$ cat config.mk
export PLATFORM = sky130hd
export DESIGN_NAME = multicycle_control
export DESIGN_NICKNAME = d
export VERILOG_FILES = /design/src/rtl/multicycle_control.sv
export SDC_FILE = /design/constraint.sdc
export NUM_CORES = 1
export LEC_CHECK = 0
export BUFFER_PORTS_ARGS = -buffer_cell sky130_fd_sc_hd__buf_2
export CAP_MARGIN = 0
export CORE_ASPECT_RATIO = 0.9
export CORE_MARGIN = 1
export CORE_UTILIZATION = 45
export CTS_CLUSTER_DIAMETER = 50
export DETAILED_ROUTE_END_ITERATION = 10
export GPL_TIMING_DRIVEN = 0
export MAX_ROUTING_LAYER = met4
export PLACE_DENSITY = 0.76
export SYNTH_ARGS = -nofsm -noshare
export SYNTH_HDL_FRONTEND = slang
export SYNTH_SLANG_ARGS = --single-unit
$ cat constraint.sdc
create_clock -name clk -period 5 [get_ports clk]
set_input_delay 0.25 -clock clk [delete_from_list [all_inputs] [get_ports clk]]
set_output_delay 0.25 -clock clk [all_outputs]
set_load 0.02 [all_outputs]
$ cat src/rtl/multicycle_control.sv
// Multi-cycle sequencing controller: steps each instruction through fetch,
// decode, execute, memory and write-back, driving every datapath control.
module multicycle_control #(
  parameter int CNT_W = 16
) (
  input  logic             clk,
  input  logic             reset,
  input  logic [31:0]      instruction,
  input  logic             zero,
  input  logic             mem_ready,
  output logic             ir_write,
  output logic             pc_write,
  output logic [1:0]       pc_src,
  output logic             iord,
  output logic             mem_read,
  output logic             mem_write,
  output logic             write,
  output logic [4:0]       write_sel,
  output logic             ALUsrc,
  output logic             mem_to_reg,
  output logic [3:0]       ALUControl,
  output logic             illegal,
  output logic [CNT_W-1:0] retired
);

  typedef enum logic [2:0] {S_FETCH, S_DECODE, S_EXEC, S_MEM, S_WB} state_t;
  typedef enum logic [2:0] {OP_R, OP_LW, OP_SW, OP_BEQ, OP_ADDI, OP_J, OP_BAD} op_t;

  localparam logic [5:0] OPC_R    = 6'h00;
  localparam logic [5:0] OPC_LW   = 6'h23;
  localparam logic [5:0] OPC_SW   = 6'h2B;
  localparam logic [5:0] OPC_BEQ  = 6'h04;
  localparam logic [5:0] OPC_ADDI = 6'h08;
  localparam logic [5:0] OPC_J    = 6'h02;

  localparam logic [5:0] FN_ADD = 6'h20;
  localparam logic [5:0] FN_SUB = 6'h22;
  localparam logic [5:0] FN_AND = 6'h24;
  localparam logic [5:0] FN_OR  = 6'h25;
  localparam logic [5:0] FN_SLT = 6'h2A;

  localparam logic [3:0] ALU_ADD = 4'b0010;
  localparam logic [3:0] ALU_SUB = 4'b0110;
  localparam logic [3:0] ALU_AND = 4'b0000;
  localparam logic [3:0] ALU_OR  = 4'b0001;
  localparam logic [3:0] ALU_SLT = 4'b0111;

  localparam logic [1:0] PC_SEQ    = 2'd0;
  localparam logic [1:0] PC_BRANCH = 2'd1;
  localparam logic [1:0] PC_JUMP   = 2'd2;

  state_t     state;
  op_t        op_q;
  logic [3:0] alu_q;

  op_t        dec_op;
  logic [3:0] dec_alu;
  logic [5:0] opcode;
  logic [5:0] funct;
  logic       unused_fields;

  assign opcode        = instruction[31:26];
  assign funct         = instruction[5:0];
  assign unused_fields = ^{instruction[25:21], instruction[10:6]};

  // Instruction class and ALU operation, captured once in DECODE so later
  // states do not re-decode.
  // NOTE: every always_comb output gets a default first so no path leaves it
  // unassigned, which would infer a latch.
  always_comb begin
    dec_op  = OP_BAD;
    dec_alu = ALU_ADD;
    case (opcode)
      OPC_R: begin
        case (funct)
          FN_ADD:  begin dec_op = OP_R; dec_alu = ALU_ADD; end
          FN_SUB:  begin dec_op = OP_R; dec_alu = ALU_SUB; end
          FN_AND:  begin dec_op = OP_R; dec_alu = ALU_AND; end
          FN_OR:   begin dec_op = OP_R; dec_alu = ALU_OR;  end
          FN_SLT:  begin dec_op = OP_R; dec_alu = ALU_SLT; end
          default: dec_op = OP_BAD;
        endcase
      end
      OPC_LW:   dec_op = OP_LW;
      OPC_SW:   dec_op = OP_SW;
      OPC_ADDI: dec_op = OP_ADDI;
      OPC_J:    dec_op = OP_J;
      OPC_BEQ:  begin dec_op = OP_BEQ; dec_alu = ALU_SUB; end
      default:  dec_op = OP_BAD;
    endcase
  end

  // NOTE: sequential state uses non-blocking assignments so every register
  // samples the pre-edge values regardless of statement order.
  always_ff @(posedge clk or posedge reset) begin
    if (reset) begin
      state   <= S_FETCH;
      op_q    <= OP_BAD;
      alu_q   <= ALU_AND;
      retired <= '0;
    end else begin
      case (state)
        S_FETCH: begin
          if (mem_ready) state <= S_DECODE;
        end
        S_DECODE: begin
          op_q  <= dec_op;
          alu_q <= dec_alu;
          case (dec_op)
            OP_J: begin
              retired <= retired + CNT_W'(1);
              state   <= S_FETCH;
            end
            OP_BAD:  state <= S_FETCH;
            default: state <= S_EXEC;
          endcase
        end
        S_EXEC: begin
          case (op_q)
            OP_BEQ: begin
              retired <= retired + CNT_W'(1);
              state   <= S_FETCH;
            end
            OP_LW, OP_SW: state <= S_MEM;
            default:      state <= S_WB;
          endcase
        end
        S_MEM: begin
          if (mem_ready) begin
            if (op_q == OP_SW) begin
              retired <= retired + CNT_W'(1);
              state   <= S_FETCH;
            end else begin
              state <= S_WB;
            end
          end
        end
        S_WB: begin
          retired <= retired + CNT_W'(1);
          state   <= S_FETCH;
        end
        default: state <= S_FETCH;
      endcase
    end
  end

  // Controls decode from the registered state and instruction; reset forces
  // them low at once so an in-flight memory request is dropped immediately.
  always_comb begin
    ir_write   = 1'b0;
    pc_write   = 1'b0;
    pc_src     = PC_SEQ;
    iord       = 1'b0;
    mem_read   = 1'b0;
    mem_write  = 1'b0;
    write      = 1'b0;
    write_sel  = 5'd0;
    ALUsrc     = 1'b0;
    mem_to_reg = 1'b0;
    ALUControl = 4'b0000;
    illegal    = 1'b0;
    if (!reset) begin
      case (state)
        S_FETCH: begin
          mem_read = 1'b1;
          if (mem_ready) begin
            ir_write = 1'b1;
            pc_write = 1'b1;
          end
        end
        S_DECODE: begin
          if (dec_op == OP_J) begin
            pc_write = 1'b1;
            pc_src   = PC_JUMP;
          end
          illegal = (dec_op == OP_BAD);
        end
        S_EXEC: begin
          ALUsrc     = (op_q == OP_R) || (op_q == OP_BEQ);
          ALUControl = alu_q;
          if (op_q == OP_BEQ) begin
            pc_src   = PC_BRANCH;
            pc_write = zero;
          end
        end
        S_MEM: begin
          ALUControl = alu_q;
          iord       = 1'b1;
          mem_read   = (op_q == OP_LW);
          mem_write  = (op_q == OP_SW);
        end
        S_WB: begin
          ALUsrc     = (op_q == OP_R);
          ALUControl = alu_q;
          write      = 1'b1;
          mem_to_reg = (op_q == OP_LW);
          write_sel  = (op_q == OP_R) ? instruction[15:11] : instruction[20:16];
        end
        default: ;
      endcase
    end
  end

endmodule

==> flow_summary.ini <==
[critical_path]
worstSetupStartpoint = reset
r2r-start = op_q[1]
cp.required_ns = 4.75
r2r_cells = 7
end_kind = output pin
r2r_slack_ns = 2.58
r2r_end = retired[14]
critPathKind = primary input to output pin
endpoint = ALUsrc
arrival_ns = 2.20
crit_fanout = 26
start_kind = primary input

[cells_and_area]
seqCellArea_um2 = 628
fin_nets = 286
area_growth_pct = 23.6
drive_gt1_share_pct = 30.2
antenna_cells = 0
multi_input_area_um2 = 933
fill_cells = 318

[global_route]
grtUsageMet2_pct = 34.3
grt_max_degree = 27
antenna_found_initial = 0
grt_pass1_wl_um = 6390
grt_use_total_pct = 22.1
use_met3_pct = 5.19
top_usage_layer = met2
overflow = 0
grt_pass1_vias = 1458
use_met1_pct = 28.1

[sta]
max_freq_ghz = 0.409
slew_headroom_pct = 34.8
slew_violations = 0
finalHoldViolCount = 0
whs_ns = 0.230
fin_crit_sh_pct = 49.0
tightest_slew_ns = 0.976
rsz0062_at_grt = no
fin_setup_tns_ns = 0
setup_viol = 0
skew_ns = 0.00242
fin_crit_ns = 2.45

[yosys]
yosysUniqueCellTypes = 47
synth_seq_cells = 25
ys.flop_type = dfrtp_1
yosys_warnings = 0
async_reset_ff_share_pct = 100
seq_area_frac_synth_pct = 38.1
syn_nets = 224
netlist_instances = 187
netlist_area_mm2 = 0.00165
synth_edf_count = 0
syn_area_per_cell_um2 = 8.81

[place]
gp_congestion = 0.810
io_buffers = 57
dp_hpwl_um = 2950

[detailed_routing]
vias = 1609
drtIter0Drc = 73
first_pass_iters = 4
routed_via_density = 5.51
drc = 0
wl_per_cell_um = 13.4
routed_wl_um = 3900
ant_nets = 0

[clocking]
cts_tree = built
cts.sinks = 25
cts_hold_buf = 0
clkLatencyLatePin_ns = 0.27
cts_buffers = 3
cts_buffer_depth = 2
cts_resized = 0
cts_root_buf = clkbuf_8
clkTransAtPathRegs_ns = 0.09
cts_max_level = 1
cts_setup_buffers = 0

[floorplanning]
die_width_um = 65.8
io_pins = 72
rows = 20
core_mm2 = 0.00343
start_util_pct = 48.1
die_height_um = 59.4
dieArea_mm2 = 0.00391

[power]
clockPowerShare_pct = 22.1
p_total_uw = 565
powerDensity_mw_per_mm2 = 277
swShare_pct = 37.3
comb_power_share_pct = 32.2
p_int_uw = 354
ir_drop_v = 0.000104
p_sw_uw = 211
p_seq_share_pct = 45.7
p_leak_uw = 0.000974

[job]
drv_cap = 0

[run_status]
status = finished clean

[worst_hold_path]
hold_path.class = primary input to flop
[cells by family after synthesis]
| logic type | count (synthesis) | share of synthesized area (%) |
|---|---|---|
| flops | 25 | 38.1 |
| other cells | 1 | 0.228 |
| compound gates | 27 | 11.8 |
| simple gates | 92 | 30.5 |
| buf+inv | 17 | 5.24 |
| fa+ha+maj | 1 | 0.759 |
| mux | 7 | 4.25 |
| xor+xnor | 17 | 9.04 |
[power by group through the flow]
stage | clock (uW) | sequential (uW) | combinational [uW]
after floorplan | 0 | 282 | 101
after global placement | 0 | 261 | 178
after detailed placement | 0 | 263 | 183
after CTS | 128 | 259 | 184
after global routing | 140 | 263 | 203
final | 125 | 258 | 182
[sequential cells by signal, indices dropped and copies added (netlist names)]
name and count:
op_q 3, retired 16, alu_q 3, state 3
[metrics by stage]
step,setup WS (ns),util [%],instance area (um2),std cells
floorplan,2.63,-,1650,187
global placement,2.51,58.0,1990,288
detailed placement,2.50,58.0,1990,288
CTS,2.50,59.4,2040,292
global route,2.21,59.4,2040,292
finish,2.55,59.4,2040,292
[layout by cell type, fill, tap and decap left out, drive strengths merged, types with 3 or more instances in the layout]
cell,count
a21oi,7
nand3,15
nand4,7
nor3,9
xor2,3
buf,63
and3,4
and2,3
nand2,15
clkbuf,9
nand2b,4
o21ai,4
xnor2,14
nor2,18
mux2i,7
inv,5
dfrtp,23
nor4,3
o22a,3
[layer usage]
| layer | vias to the layer above | part of all wire [%] |
|---|---|---|
| li1 | 803 | - |
| met1 | 748 | 47 |
| met2 | 56 | 47 |
| met3 | 2 | 5.5 |
| met4 | 0 | 0.28 |
| met5 | - | 0 |
[cell usage after synthesis, types with 2 or more instances]
cell type,number,share of area (%)
and4_1,2,1.1
nor3_1,9,2.7
nor3b_1,2,0.91
xnor2_1,14,7.4
and3_1,4,1.5
mux2i_1,7,4.3
o22a_1,3,1.6
and2_1,3,1.1
nor4_2,2,1.5
clkbuf_1,6,1.4
inv_1,5,1.1
dfstp_2,2,3.2
nand3_1,15,4.6
nor2_1,18,4.1
nand2b_1,4,1.5
o41ai_1,2,1.1
nor4b_1,2,1.1
nand4_1,7,2.7
nand2_1,15,3.4
a21oi_1,7,2.1
dfrtp_1,23,35
a211oi_1,2,0.91
xor2_1,3,1.6
o21ai_0,4,1.2
buf_2,3,0.91
buf_6,2,1.4
[worst min path at each step]
stage / start / to / slack, ns / depth (start not counted)
floorplan: instruction[30] / op_q[0] / 0.35 / 1
global placement: retired[15] / retired[15] / 0.45 / 1
detailed placement: retired[15] / retired[15] / 0.46 / 1
CTS: instruction[29] / op_q[0] / 0.22 / 2
global route: instruction[29] / op_q[0] / 0.24 / 2
finish: instruction[29] / op_q[0] / 0.23 / 2
[worst max-delay path, stage by stage]
cell and delay (ns):
clkbuf_1 0.20, inv_1 0.77, nand3_1 0.43, inv_1 0.15, o21ai_0 0.08, a21oi_1 0.14, buf_2 0.17
[cell type report]
cell class	count	area share, %
plain buffers	12	3.32
clock buffers	3	2.03
clock inverters	1	0.369
inverters	5	0.921
multi-input cells	145	45.8
flip-flops and latches	25	30.8
well taps	44	2.70
repair buffers	57	14.0
Power figures use the tool's default switching activity.
